**src/rtl/obstacle_collision_monitor_if.sv**
```systemverilog
// Obstacle/dino bounding-box bus into the collision monitor, plus its result flags.
interface obstacle_collision_monitor_if;
    logic               FrameClk;
    logic [1:0]         gameState;
    logic signed [31:0] DinoX;
    logic signed [31:0] DinoY;
    logic [11:0]        DinoW;
    logic [11:0]        DinoH;
    logic signed [31:0] ObstacleY;
    logic signed [31:0] Obs1_X;
    logic signed [31:0] Obs2_X;
    logic signed [31:0] Obs3_X;
    logic [11:0]        Obs1_W;
    logic [11:0]        Obs2_W;
    logic [11:0]        Obs3_W;
    logic [11:0]        Obs1_H;
    logic [11:0]        Obs2_H;
    logic [11:0]        Obs3_H;
    logic               collision;
    logic               collisionPulse;
    logic [1:0]         hitIndex;
    logic               checkDone;
    logic [3:0]         hitStreak;

    modport master (
        output FrameClk, gameState, DinoX, DinoY, DinoW, DinoH, ObstacleY,
               Obs1_X, Obs2_X, Obs3_X, Obs1_W, Obs2_W, Obs3_W, Obs1_H, Obs2_H, Obs3_H,
        input  collision, collisionPulse, hitIndex, checkDone, hitStreak
    );

    modport slave (
        input  FrameClk, gameState, DinoX, DinoY, DinoW, DinoH, ObstacleY,
               Obs1_X, Obs2_X, Obs3_X, Obs1_W, Obs2_W, Obs3_W, Obs1_H, Obs2_H, Obs3_H,
        output collision, collisionPulse, hitIndex, checkDone, hitStreak
    );
endinterface

```
**src/rtl/obstacle_collision_monitor.sv**
```systemverilog
// Per-frame dino/obstacle overlap check with hit-streak debounce and sticky collision flag.
module obstacle_collision_monitor #(
    parameter int          ScreenW    = 640,
    parameter int          MARGIN     = 2,
    parameter int unsigned HIT_FRAMES = 2
) (
    input  logic                        clk,
    input  logic                        rst,
    obstacle_collision_monitor_if.slave bus
);
    localparam int unsigned PosW  = 32;
    localparam int unsigned DimW  = 12;
    localparam int unsigned StrkW = 4;
    localparam int unsigned NObs  = 3;
    localparam logic signed [PosW-1:0] MarginS = PosW'(MARGIN);
    localparam logic signed [PosW-1:0] ScreenS = PosW'(ScreenW);
    localparam logic signed [PosW-1:0] ZeroS   = '0;
    localparam logic [DimW-1:0]        MinDim  = DimW'(2 * MARGIN);
    localparam logic [StrkW-1:0]       StrkMax = '1;
    localparam logic [StrkW-1:0]       HitThr  = StrkW'(HIT_FRAMES);

    typedef enum logic [2:0] {IDLE, CHK1, CHK2, CHK3, RESOLVE} state_e;

    state_e                 state_q, state_d;
    logic                   sync1_q, sync1_d, sync2_q, sync2_d, edge_q, edge_d;
    logic                   frame_edge;
    logic [1:0]             snap_gs_q, snap_gs_d;
    logic signed [PosW-1:0] snap_dx_q, snap_dx_d, snap_dy_q, snap_dy_d, snap_oy_q, snap_oy_d;
    logic [DimW-1:0]        snap_dw_q, snap_dw_d, snap_dh_q, snap_dh_d;
    logic signed [PosW-1:0] snap_ox_q [NObs];
    logic signed [PosW-1:0] snap_ox_d [NObs];
    logic [DimW-1:0]        snap_ow_q [NObs];
    logic [DimW-1:0]        snap_ow_d [NObs];
    logic [DimW-1:0]        snap_oh_q [NObs];
    logic [DimW-1:0]        snap_oh_d [NObs];
    logic signed [PosW-1:0] obs_x [NObs];
    logic [DimW-1:0]        obs_w [NObs];
    logic [DimW-1:0]        obs_h [NObs];
    logic [NObs-1:0]        ovl_q, ovl_d;
    logic                   collision_q, collision_d, pulse_q, pulse_d, done_q, done_d;
    logic [1:0]             hit_idx_q, hit_idx_d;
    logic [StrkW-1:0]       streak_q, streak_d;
    logic signed [PosW-1:0] chk_ox;
    logic [DimW-1:0]        chk_ow, chk_oh;
    logic                   chk_ovl;

    // Shrunken-hitbox overlap test with strict compares so touching edges never count.
    function automatic logic overlap_f(
        input logic signed [PosW-1:0] ox,
        input logic [DimW-1:0]        ow,
        input logic [DimW-1:0]        oh,
        input logic signed [PosW-1:0] oy,
        input logic signed [PosW-1:0] dx,
        input logic signed [PosW-1:0] dy,
        input logic [DimW-1:0]        dw,
        input logic [DimW-1:0]        dh
    );
        logic signed [PosW-1:0] ow_s, oh_s, dw_s, dh_s;
        logic signed [PosW-1:0] left, right, top, bottom;
        logic present, has_box, dino_ok, x_hit, y_hit;
        ow_s    = $signed(PosW'(ow));
        oh_s    = $signed(PosW'(oh));
        dw_s    = $signed(PosW'(dw));
        dh_s    = $signed(PosW'(dh));
        left    = ox + MarginS;
        right   = ox + ow_s - MarginS;
        top     = oy + MarginS;
        bottom  = oy + oh_s - MarginS;
        present = (ox <= ScreenS) && ((ox + ow_s) > ZeroS);
        has_box = (ow > MinDim) && (oh > MinDim);
        dino_ok = (dw != '0) && (dh != '0);
        x_hit   = (dx < right) && (left < (dx + dw_s));
        y_hit   = (dy < bottom) && (top < (dy + dh_s));
        return present && has_box && dino_ok && x_hit && y_hit;
    endfunction

    assign obs_x[0] = bus.Obs1_X;
    assign obs_x[1] = bus.Obs2_X;
    assign obs_x[2] = bus.Obs3_X;
    assign obs_w[0] = bus.Obs1_W;
    assign obs_w[1] = bus.Obs2_W;
    assign obs_w[2] = bus.Obs3_W;
    assign obs_h[0] = bus.Obs1_H;
    assign obs_h[1] = bus.Obs2_H;
    assign obs_h[2] = bus.Obs3_H;

    assign frame_edge = sync2_q & ~edge_q;

    // Select the snapshotted obstacle for the current check slot and evaluate it.
    always_comb begin
        chk_ox = snap_ox_q[0];
        chk_ow = snap_ow_q[0];
        chk_oh = snap_oh_q[0];
        case (state_q)
            CHK2: begin
                chk_ox = snap_ox_q[1];
                chk_ow = snap_ow_q[1];
                chk_oh = snap_oh_q[1];
            end
            CHK3: begin
                chk_ox = snap_ox_q[2];
                chk_ow = snap_ow_q[2];
                chk_oh = snap_oh_q[2];
            end
            default: ;
        endcase
        chk_ovl = overlap_f(chk_ox, chk_ow, chk_oh, snap_oy_q,
                            snap_dx_q, snap_dy_q, snap_dw_q, snap_dh_q);
    end

    // Next-state, snapshot capture, streak/collision resolution and live idle clear.
    always_comb begin
        state_d     = state_q;
        sync1_d     = bus.FrameClk;
        sync2_d     = sync1_q;
        edge_d      = sync2_q;
        snap_gs_d   = snap_gs_q;
        snap_dx_d   = snap_dx_q;
        snap_dy_d   = snap_dy_q;
        snap_dw_d   = snap_dw_q;
        snap_dh_d   = snap_dh_q;
        snap_oy_d   = snap_oy_q;
        snap_ox_d   = snap_ox_q;
        snap_ow_d   = snap_ow_q;
        snap_oh_d   = snap_oh_q;
        ovl_d       = ovl_q;
        collision_d = collision_q;
        hit_idx_d   = hit_idx_q;
        streak_d    = streak_q;
        pulse_d     = 1'b0;
        done_d      = 1'b0;

        case (state_q)
            IDLE: begin
                if (frame_edge) begin
                    snap_gs_d = bus.gameState;
                    snap_dx_d = bus.DinoX;
                    snap_dy_d = bus.DinoY;
                    snap_dw_d = bus.DinoW;
                    snap_dh_d = bus.DinoH;
                    snap_oy_d = bus.ObstacleY;
                    snap_ox_d = obs_x;
                    snap_ow_d = obs_w;
                    snap_oh_d = obs_h;
                    state_d   = CHK1;
                end
            end
            CHK1: begin
                ovl_d[0] = chk_ovl;
                state_d  = CHK2;
            end
            CHK2: begin
                ovl_d[1] = chk_ovl;
                state_d  = CHK3;
            end
            CHK3: begin
                ovl_d[2] = chk_ovl;
                state_d  = RESOLVE;
            end
            RESOLVE: begin
                done_d  = 1'b1;
                state_d = IDLE;
                if (snap_gs_q == 2'b01) begin
                    if (|ovl_q) begin
                        streak_d = (streak_q == StrkMax) ? StrkMax : StrkW'(streak_q + 1'b1);
                    end else begin
                        streak_d = '0;
                    end
                    if ((streak_d >= HitThr) && !collision_q) begin
                        collision_d = 1'b1;
                        pulse_d     = 1'b1;
                        hit_idx_d   = ovl_q[0] ? 2'd1 : (ovl_q[1] ? 2'd2 : 2'd3);
                    end
                end else begin
                    streak_d = '0;
                end
            end
            default: state_d = IDLE;
        endcase

        if (bus.gameState == 2'b00) begin
            collision_d = 1'b0;
            hit_idx_d   = '0;
            streak_d    = '0;
            pulse_d     = 1'b0;
        end
    end

    // State, synchroniser, snapshot and output registers.
    always_ff @(posedge clk or posedge rst) begin
        if (rst) begin
            state_q     <= IDLE;
            sync1_q     <= 1'b0;
            sync2_q     <= 1'b0;
            edge_q      <= 1'b0;
            snap_gs_q   <= '0;
            snap_dx_q   <= '0;
            snap_dy_q   <= '0;
            snap_dw_q   <= '0;
            snap_dh_q   <= '0;
            snap_oy_q   <= '0;
            for (int i = 0; i < int'(NObs); i++) begin
                snap_ox_q[i] <= '0;
                snap_ow_q[i] <= '0;
                snap_oh_q[i] <= '0;
            end
            ovl_q       <= '0;
            collision_q <= 1'b0;
            hit_idx_q   <= '0;
            streak_q    <= '0;
            pulse_q     <= 1'b0;
            done_q      <= 1'b0;
        end else begin
            state_q     <= state_d;
            sync1_q     <= sync1_d;
            sync2_q     <= sync2_d;
            edge_q      <= edge_d;
            snap_gs_q   <= snap_gs_d;
            snap_dx_q   <= snap_dx_d;
            snap_dy_q   <= snap_dy_d;
            snap_dw_q   <= snap_dw_d;
            snap_dh_q   <= snap_dh_d;
            snap_oy_q   <= snap_oy_d;
            snap_ox_q   <= snap_ox_d;
            snap_ow_q   <= snap_ow_d;
            snap_oh_q   <= snap_oh_d;
            ovl_q       <= ovl_d;
            collision_q <= collision_d;
            hit_idx_q   <= hit_idx_d;
            streak_q    <= streak_d;
            pulse_q     <= pulse_d;
            done_q      <= done_d;
        end
    end

    assign bus.collision      = collision_q;
    assign bus.collisionPulse = pulse_q;
    assign bus.hitIndex       = hit_idx_q;
    assign bus.checkDone      = done_q;
    assign bus.hitStreak      = streak_q;
endmodule

```
**src/flat_wrapper.sv**
```systemverilog
// flat-port wrapper written by rule: the top's interface ports become plain ports
module obstacle_collision_monitor_flat 
#(
    parameter int          ScreenW    = 640,
    parameter int          MARGIN     = 2,
    parameter int unsigned HIT_FRAMES = 2
)
  (clk, rst, bus_FrameClk, bus_gameState, bus_DinoX, bus_DinoY, bus_DinoW, bus_DinoH, bus_ObstacleY, bus_Obs1_X, bus_Obs2_X, bus_Obs3_X, bus_Obs1_W, bus_Obs2_W, bus_Obs3_W, bus_Obs1_H, bus_Obs2_H, bus_Obs3_H, bus_collision, bus_collisionPulse, bus_hitIndex, bus_checkDone, bus_hitStreak);
  obstacle_collision_monitor_if bus_i ();
  input  logic clk;
  input  logic rst;
  input wire logic [$bits(bus_i.FrameClk)-1:0] bus_FrameClk;
  input wire logic [$bits(bus_i.gameState)-1:0] bus_gameState;
  input wire logic [$bits(bus_i.DinoX)-1:0] bus_DinoX;
  input wire logic [$bits(bus_i.DinoY)-1:0] bus_DinoY;
  input wire logic [$bits(bus_i.DinoW)-1:0] bus_DinoW;
  input wire logic [$bits(bus_i.DinoH)-1:0] bus_DinoH;
  input wire logic [$bits(bus_i.ObstacleY)-1:0] bus_ObstacleY;
  input wire logic [$bits(bus_i.Obs1_X)-1:0] bus_Obs1_X;
  input wire logic [$bits(bus_i.Obs2_X)-1:0] bus_Obs2_X;
  input wire logic [$bits(bus_i.Obs3_X)-1:0] bus_Obs3_X;
  input wire logic [$bits(bus_i.Obs1_W)-1:0] bus_Obs1_W;
  input wire logic [$bits(bus_i.Obs2_W)-1:0] bus_Obs2_W;
  input wire logic [$bits(bus_i.Obs3_W)-1:0] bus_Obs3_W;
  input wire logic [$bits(bus_i.Obs1_H)-1:0] bus_Obs1_H;
  input wire logic [$bits(bus_i.Obs2_H)-1:0] bus_Obs2_H;
  input wire logic [$bits(bus_i.Obs3_H)-1:0] bus_Obs3_H;
  output wire logic [$bits(bus_i.collision)-1:0] bus_collision;
  output wire logic [$bits(bus_i.collisionPulse)-1:0] bus_collisionPulse;
  output wire logic [$bits(bus_i.hitIndex)-1:0] bus_hitIndex;
  output wire logic [$bits(bus_i.checkDone)-1:0] bus_checkDone;
  output wire logic [$bits(bus_i.hitStreak)-1:0] bus_hitStreak;
  assign bus_i.FrameClk = bus_FrameClk;
  assign bus_i.gameState = bus_gameState;
  assign bus_i.DinoX = bus_DinoX;
  assign bus_i.DinoY = bus_DinoY;
  assign bus_i.DinoW = bus_DinoW;
  assign bus_i.DinoH = bus_DinoH;
  assign bus_i.ObstacleY = bus_ObstacleY;
  assign bus_i.Obs1_X = bus_Obs1_X;
  assign bus_i.Obs2_X = bus_Obs2_X;
  assign bus_i.Obs3_X = bus_Obs3_X;
  assign bus_i.Obs1_W = bus_Obs1_W;
  assign bus_i.Obs2_W = bus_Obs2_W;
  assign bus_i.Obs3_W = bus_Obs3_W;
  assign bus_i.Obs1_H = bus_Obs1_H;
  assign bus_i.Obs2_H = bus_Obs2_H;
  assign bus_i.Obs3_H = bus_Obs3_H;
  assign bus_collision = bus_i.collision;
  assign bus_collisionPulse = bus_i.collisionPulse;
  assign bus_hitIndex = bus_i.hitIndex;
  assign bus_checkDone = bus_i.checkDone;
  assign bus_hitStreak = bus_i.hitStreak;
  obstacle_collision_monitor #(.ScreenW(ScreenW), .MARGIN(MARGIN), .HIT_FRAMES(HIT_FRAMES)) u_core (.clk(clk), .rst(rst), .bus(bus_i));
endmodule
```
**config.mk**
```make
export PLATFORM = sky130hd
export DESIGN_NAME = obstacle_collision_monitor_flat
export DESIGN_NICKNAME = d
export VERILOG_FILES = /design/src/rtl/obstacle_collision_monitor_if.sv /design/src/rtl/obstacle_collision_monitor.sv /design/src/flat_wrapper.sv
export SDC_FILE = /design/constraint.sdc
export NUM_CORES = 1
export LEC_CHECK = 0
export BUFFER_PORTS_ARGS = -buffer_cell sky130_fd_sc_hd__buf_2
export CAP_MARGIN = 20
export CORE_MARGIN = 2
export CORE_UTILIZATION = 45
export DETAILED_ROUTE_END_ITERATION = 7
export PLACE_DENSITY_LB_ADDON = 0.3
export SETUP_SLACK_MARGIN = 0.3
export SLEW_MARGIN = 0
export SYNTH_ARGS = -nofsm -noshare
export SYNTH_HDL_FRONTEND = slang
export SYNTH_SLANG_ARGS = --single-unit
```
**constraint.sdc**
```tcl
create_clock -name clk -period 18.35 [get_ports clk]
set_clock_uncertainty 0.1 [all_clocks]
set_input_delay 1.835 -clock clk [delete_from_list [all_inputs] [get_ports clk]]
set_output_delay 1.835 -clock clk [all_outputs]
set_load 0.02 [all_outputs]
```
## Word-level counts from Yosys, hierarchy flattened

Index checks and enable logic that the tools add are counted.

- Register bits after elaboration: 308
- Bits of input ports: 293
- Output and inout bits: 9
- Logic and storage cells: 102

- Add/sub/neg operators: 9
- Order comparisons: 9
- Equal/unequal tests: 7
- Multiplexer cells: 27
- Bitwise operators: 2
- Reduce and logical (&&, ||, !) cells: 21

Operators by type and width:

| cell | number |
|---|---|
| $add A32 B13 Y32 | 4 |
| $lt A32 B32 Y1 | 4 |
| $add A32 B3 Y32 const B | 2 |
| $pmux W32 S2 | 1 |
| $sub A32 B3 Y32 const B | 2 |
| $pmux W12 S2 | 2 |
| $gt A32 B1 Y1 const B | 1 |
| $le A32 B11 Y1 const B | 1 |
| $mux W4 | 7 |
| $gt A12 B3 Y1 const B | 2 |
| $reduce_bool A12 Y1 | 2 |
| $pmux W3 S4 | 1 |
| $logic_and A1 B1 Y1 | 10 |
| $mux W1 | 10 |
| $mux W2 | 5 |
| $eq A3 B2 Y1 const B | 2 |
| $reduce_bool A2 Y1 | 3 |
| $add A4 B1 Y4 const B | 1 |
| $eq A4 B4 Y1 const B | 1 |
| $ge A4 B2 Y1 const B | 1 |
| $eq A3 B1 Y1 const B | 1 |
| $eq A3 B3 Y1 const B | 1 |
| $logic_not A3 Y1 | 1 |
| $mux W3 | 1 |
| 9 further kinds | 9 |

## Longest topological paths before layout

- Depth in word-level cells: 11
- Gate-level depth with buffers: 33

## Least setup slack after synthesis

No wires, ideal clock.

- Path type: register to register
- Start: reg u_core.state_q[0]
- End: reg u_core.ovl_q[0]
- Arrival: 6.345 ns
- Path slack: 11.828 ns
- Cell stages (with the launch flop): 33
- Clock period less this slack: 6.522 ns
- Path through: dfrtp_1 -> buf_2 -> buf_6 -> buf_2 -> buf_2 -> buf_2 -> mux2_2 -> nand2_1 -> nand2_1 -> ha_1 -> ha_1 -> fa_1 -> a211oi_1 -> o21ai_0 -> a31oi_1 -> a211oi_1 -> nor4bb_1 -> o31ai_1 -> a311o_1 -> a221oi_1 -> o21bai_1 -> xnor2_1 -> ha_1 -> nand4_1 -> nor3_1 -> nand2_1 -> a2111oi_0 -> o21a_1 -> nor3_1 -> o311ai_0 -> and4_1 -> nand4b_1 -> o21ai_1

- Word-level cells in the longest chain between the ends: 9
- Elaborated cells on any way between the ends: 26

Ends and longest elaborated chain:

| what | RTL line | RTL |
|---|---|---|
| start: declaration | obstacle_collision_monitor.sv:24 | `state_e state_q, state_d;` |
| start signal: assignment | obstacle_collision_monitor.sv:214 | `state_q <= state_d;` |
| branches (longest 9 deep; another with $add A32 B13 Y32) | n/a |  |
| end signal: assignment | obstacle_collision_monitor.sv:227 | `ovl_q <= ovl_d;` |
| end: declaration | obstacle_collision_monitor.sv:39 | `logic [NObs-1:0] ovl_q, ovl_d;` |

Parallel ways; which one is timed is not known.
A chain may end at the register's enable or synchronous reset.

## Worst setup path in the final report

Same ends and word-level chain as after synthesis.

==> flow_metrics.env <==
export IMPL_ios=302
export IMPL_critPathCaptureType="flop"
export IMPL_drt_iter0_markers=975
export IMPL_async_reset_ff_share_pct=100
export IMPL_clock_path_buffers=3
export IMPL_port_buffers=301
export IMPL_setup_tns_ns=0
export IMPL_ys_seq_area_share_pct=34.9
export IMPL_min_period_ns=7.91
export IMPL_worstPathRequired_ns=18.73
export IMPL_wirelength_um=60300
export IMPL_cts_sinks=308
export IMPL_slew_viol_final=0
export IMPL_die_h_um=225
export IMPL_area_delta_synth_final_pct=15.1
export IMPL_grt_overflow=0
export IMPL_yosys_register_bits=308
export IMPL_finalCritPeriodShare_pct=43.1
export IMPL_rsz0062_at_grt="no"
export IMPL_synth_edf_count=0
export IMPL_first_pass_iters=7
export IMPL_die_x_um=225
export IMPL_insertion_delay_ns=0.54
export IMPL_yosys_warnings=0
export IMPL_grt_max_degree=96
export IMPL_synthCells=2165
export IMPL_ys_flop_type="dfrtp_1"
export IMPL_wl_per_cell_um=19.4
export IMPL_path_buf_inv=2
export IMPL_synth_top_area_share_pct=34.9
export IMPL_ys_types=81
export IMPL_cts_buffers=37
export IMPL_syn_avg_cell_area_um2=10.2
export IMPL_worst_setup_path_start_kind="flop"
export IMPL_die_area_um2=50800
export IMPL_dpl_hpwl_um=47400
export IMPL_path_max_fanout=49
export IMPL_critPathTopFamily="compound AO/OA/AOI/OAI gates"
export IMPL_synth_area_leaders="dfrtp_1 35%, mux2_2 15%, ha_1 13%, xnor2_1 4.8%, xor2_1 3.2%"
export IMPL_worst_pin_slew_ns=1.10
export IMPL_finalSetupViolations=0
export IMPL_ctsResizeCount=0
export IMPL_fmax_mhz=126
export IMPL_slew_headroom_pct=24.5
export IMPL_ctsHoldBuffers=0
export IMPL_maxCapViolCount=0
export IMPL_r2r_slack_ns=10.44
export IMPL_grt_pass1_vias=17400
export IMPL_initial_utilization_pct=45.3
export IMPL_crit_type="flop to flop"
export IMPL_root_buffer="clkbuf_16"
export IMPL_clk_pin_slew_worst_paths_ns=0.06
export IMPL_holdCritPathClass="flop to flop"
export IMPL_antenna_found_initial=4
export IMPL_drive_gt1_share_pct=28.2
export IMPL_cp_slowest_stage_delay_ns=0.67
export IMPL_status="complete, no violations"
export IMPL_cts_tree="done"
export IMPL_arrival_ns=8.29
export IMPL_num_nets_final=2974
export IMPL_track_usage_pct=23.6
export IMPL_final_antenna_net_count=0
export IMPL_crit_path_top_delay_cell="a31oi_1"
export IMPL_rows=81
export IMPL_drc=0
export IMPL_coreArea_um2=48600
export IMPL_via_per_inst=5.56
export IMPL_place_gp_congestion=0.964
export IMPL_cts_setup_buffers=0
export IMPL_grt_pass1_wl_um=93800
export IMPL_synth_top_area_cell="dfrtp_1"
export IMPL_syn_area_um2=22100
export IMPL_vias=17300
export IMPL_hold_viol=0
export IMPL_syn_num_nets=2684
export IMPL_h_tree_depth=2
-- state kept, by name, indices dropped and copies added, names as in the netlist --
signal                     cells
u_core.snap_oy_q              32
u_core.bus.hitIndex            2
u_core.snap_dx_q              32
u_core.bus.hitStreak           4
u_core.sync1_q                 1
u_core.ovl_q                   3
u_core.snap_dy_q              32
u_core.snap_ow_q              36
u_core.bus.collision           1
u_core.edge_q                  1
u_core.snap_gs_q               2
u_core.snap_dw_q              12
u_core.edge_d                  1
u_core.bus.collisionPulse      1
u_core.snap_oh_q              36
u_core.snap_dh_q              12
u_core.snap_ox_q              96
u_core.state_q                 3
u_core.bus.checkDone           1
-- kinds of logic (layout without fill, tap and decap cells) --
kind of cell             after synthesis  after routing  share of synthesized area (%)
XOR/XNOR                             201            201                           8.01
flip-flops                           308            308                           34.9
adder cells (fa/ha/maj)              228            228                           13.0
other                                  0              4                              0
AND/OR/NAND/NOR                      550            550                           12.9
buffers and inverters                171            483                           3.09
multiplexers                         353            353                           17.8
AO/OA/AOI/OAI                        354            354                           10.2
-- cell type report --
cell class                      instances  area (um2)
Fill cell                            4418       23300
Timing Repair Buffer                  315        1610
Multi-Input combinational cell       1686       13700
Antenna cell                            4        10.0
Clock inverter                         12         171
Sequential cell                       308        7710
Tap cell                              622         778
Clock buffer                           49        1030
Inverter                              107         409
-- worst register-to-register path, delay by kind of cell (launching register included) --
family / cells / cell delay [ns]
buf+inv: 2 / 0.77
compound gates: 11 / 2.52
simple gates: 5 / 1.58
xor+xnor: 2 / 0.61
mux: 2 / 0.85
flops: 1 / 0.61
fa+ha+maj: 3 / 0.79
-- path summary, 6_finish.rpt --
| check | end | start | depth (start not counted) |
|---|---|---|---|
| setup reg to reg | u_core.ovl_q[0] | u_core.state_q[0] | 25 |
| setup / recovery | u_core.ovl_q[0] | u_core.state_q[0] | 25 |
| min in group asynchronous | u_core.bus.hitStreak[1] | rst | 2 |
| hold / removal | u_core.edge_d | u_core.sync1_q | 0 |
| max in group asynchronous | u_core.snap_dy_q[27] | rst | 4 |
| hold reg to reg | u_core.edge_d | u_core.sync1_q | 0 |
-- stage by stage --
step	utilization [%]	std cells	setup WS, ns	instance area, um2	hold slack [ns]
4_1_cts	52.2	3099	10.42	25400	0.257
3_5_place_dp	49.7	3038	10.43	24200	0.244
2_1_floorplan	-	2165	7.90	22100	0.231
3_3_place_gp	49.7	3038	10.72	24200	0.244
6_report	52.2	3103	10.44	25400	0.255
5_1_grt	52.2	3101	9.80	25400	0.268
-- Yosys cell counts, types with 20 or more instances --
master / instances
nor4_1: 25
nand2_1: 141
nand4_1: 47
xnor2_1: 120
a21o_1: 51
dfrtp_1: 308
inv_1: 107
nand2b_1: 20
ha_1: 222
clkbuf_1: 48
a21oi_1: 93
o21ai_0: 92
mux2_2: 295
nand3_1: 57
nor3_1: 47
nor2_1: 107
mux2i_1: 53
xor2_1: 80
-- placed cells by master (no fill, tap or decap), types with 6 or more instances in the layout --
master     count
a2111oi_0      6
a211oi_1      11
a21o_1        51
a21oi_1       93
a31oi_1        7
and2_1        14
and3_1        18
and4_1         7
buf_2        301
buf_4         14
clkbuf_1       6
clkbuf_16     37
clkbuf_8       6
dfrtp_1      307
ha_1         222
inv_1        106
mux2_2       295
mux2i_1       53
nand2_1      141
nand2b_1      19
nand3_1       57
nand4_1       47
nor2_1       107
nor2b_1       16
nor3_1        47
nor3b_1        7
nor4_1        25
o211ai_1      10
o21a_1        15
o21ai_0       92
o21ai_1        7
o21bai_1      18
o31ai_1        7
or2_2          7
xnor2_1      120
xor2_1        80
-- per-layer routing --
metal  global-route usage, %  routed length (um)
met5                       0                   0
met4                    8.20                1820
met3                    3.12                2520
met2                    41.8               29700
met1                    29.5               26200
Power is left out: the tool's default activity adds up to more than one toggle a clock period on the data nets, which glitch-free logic cannot reach.
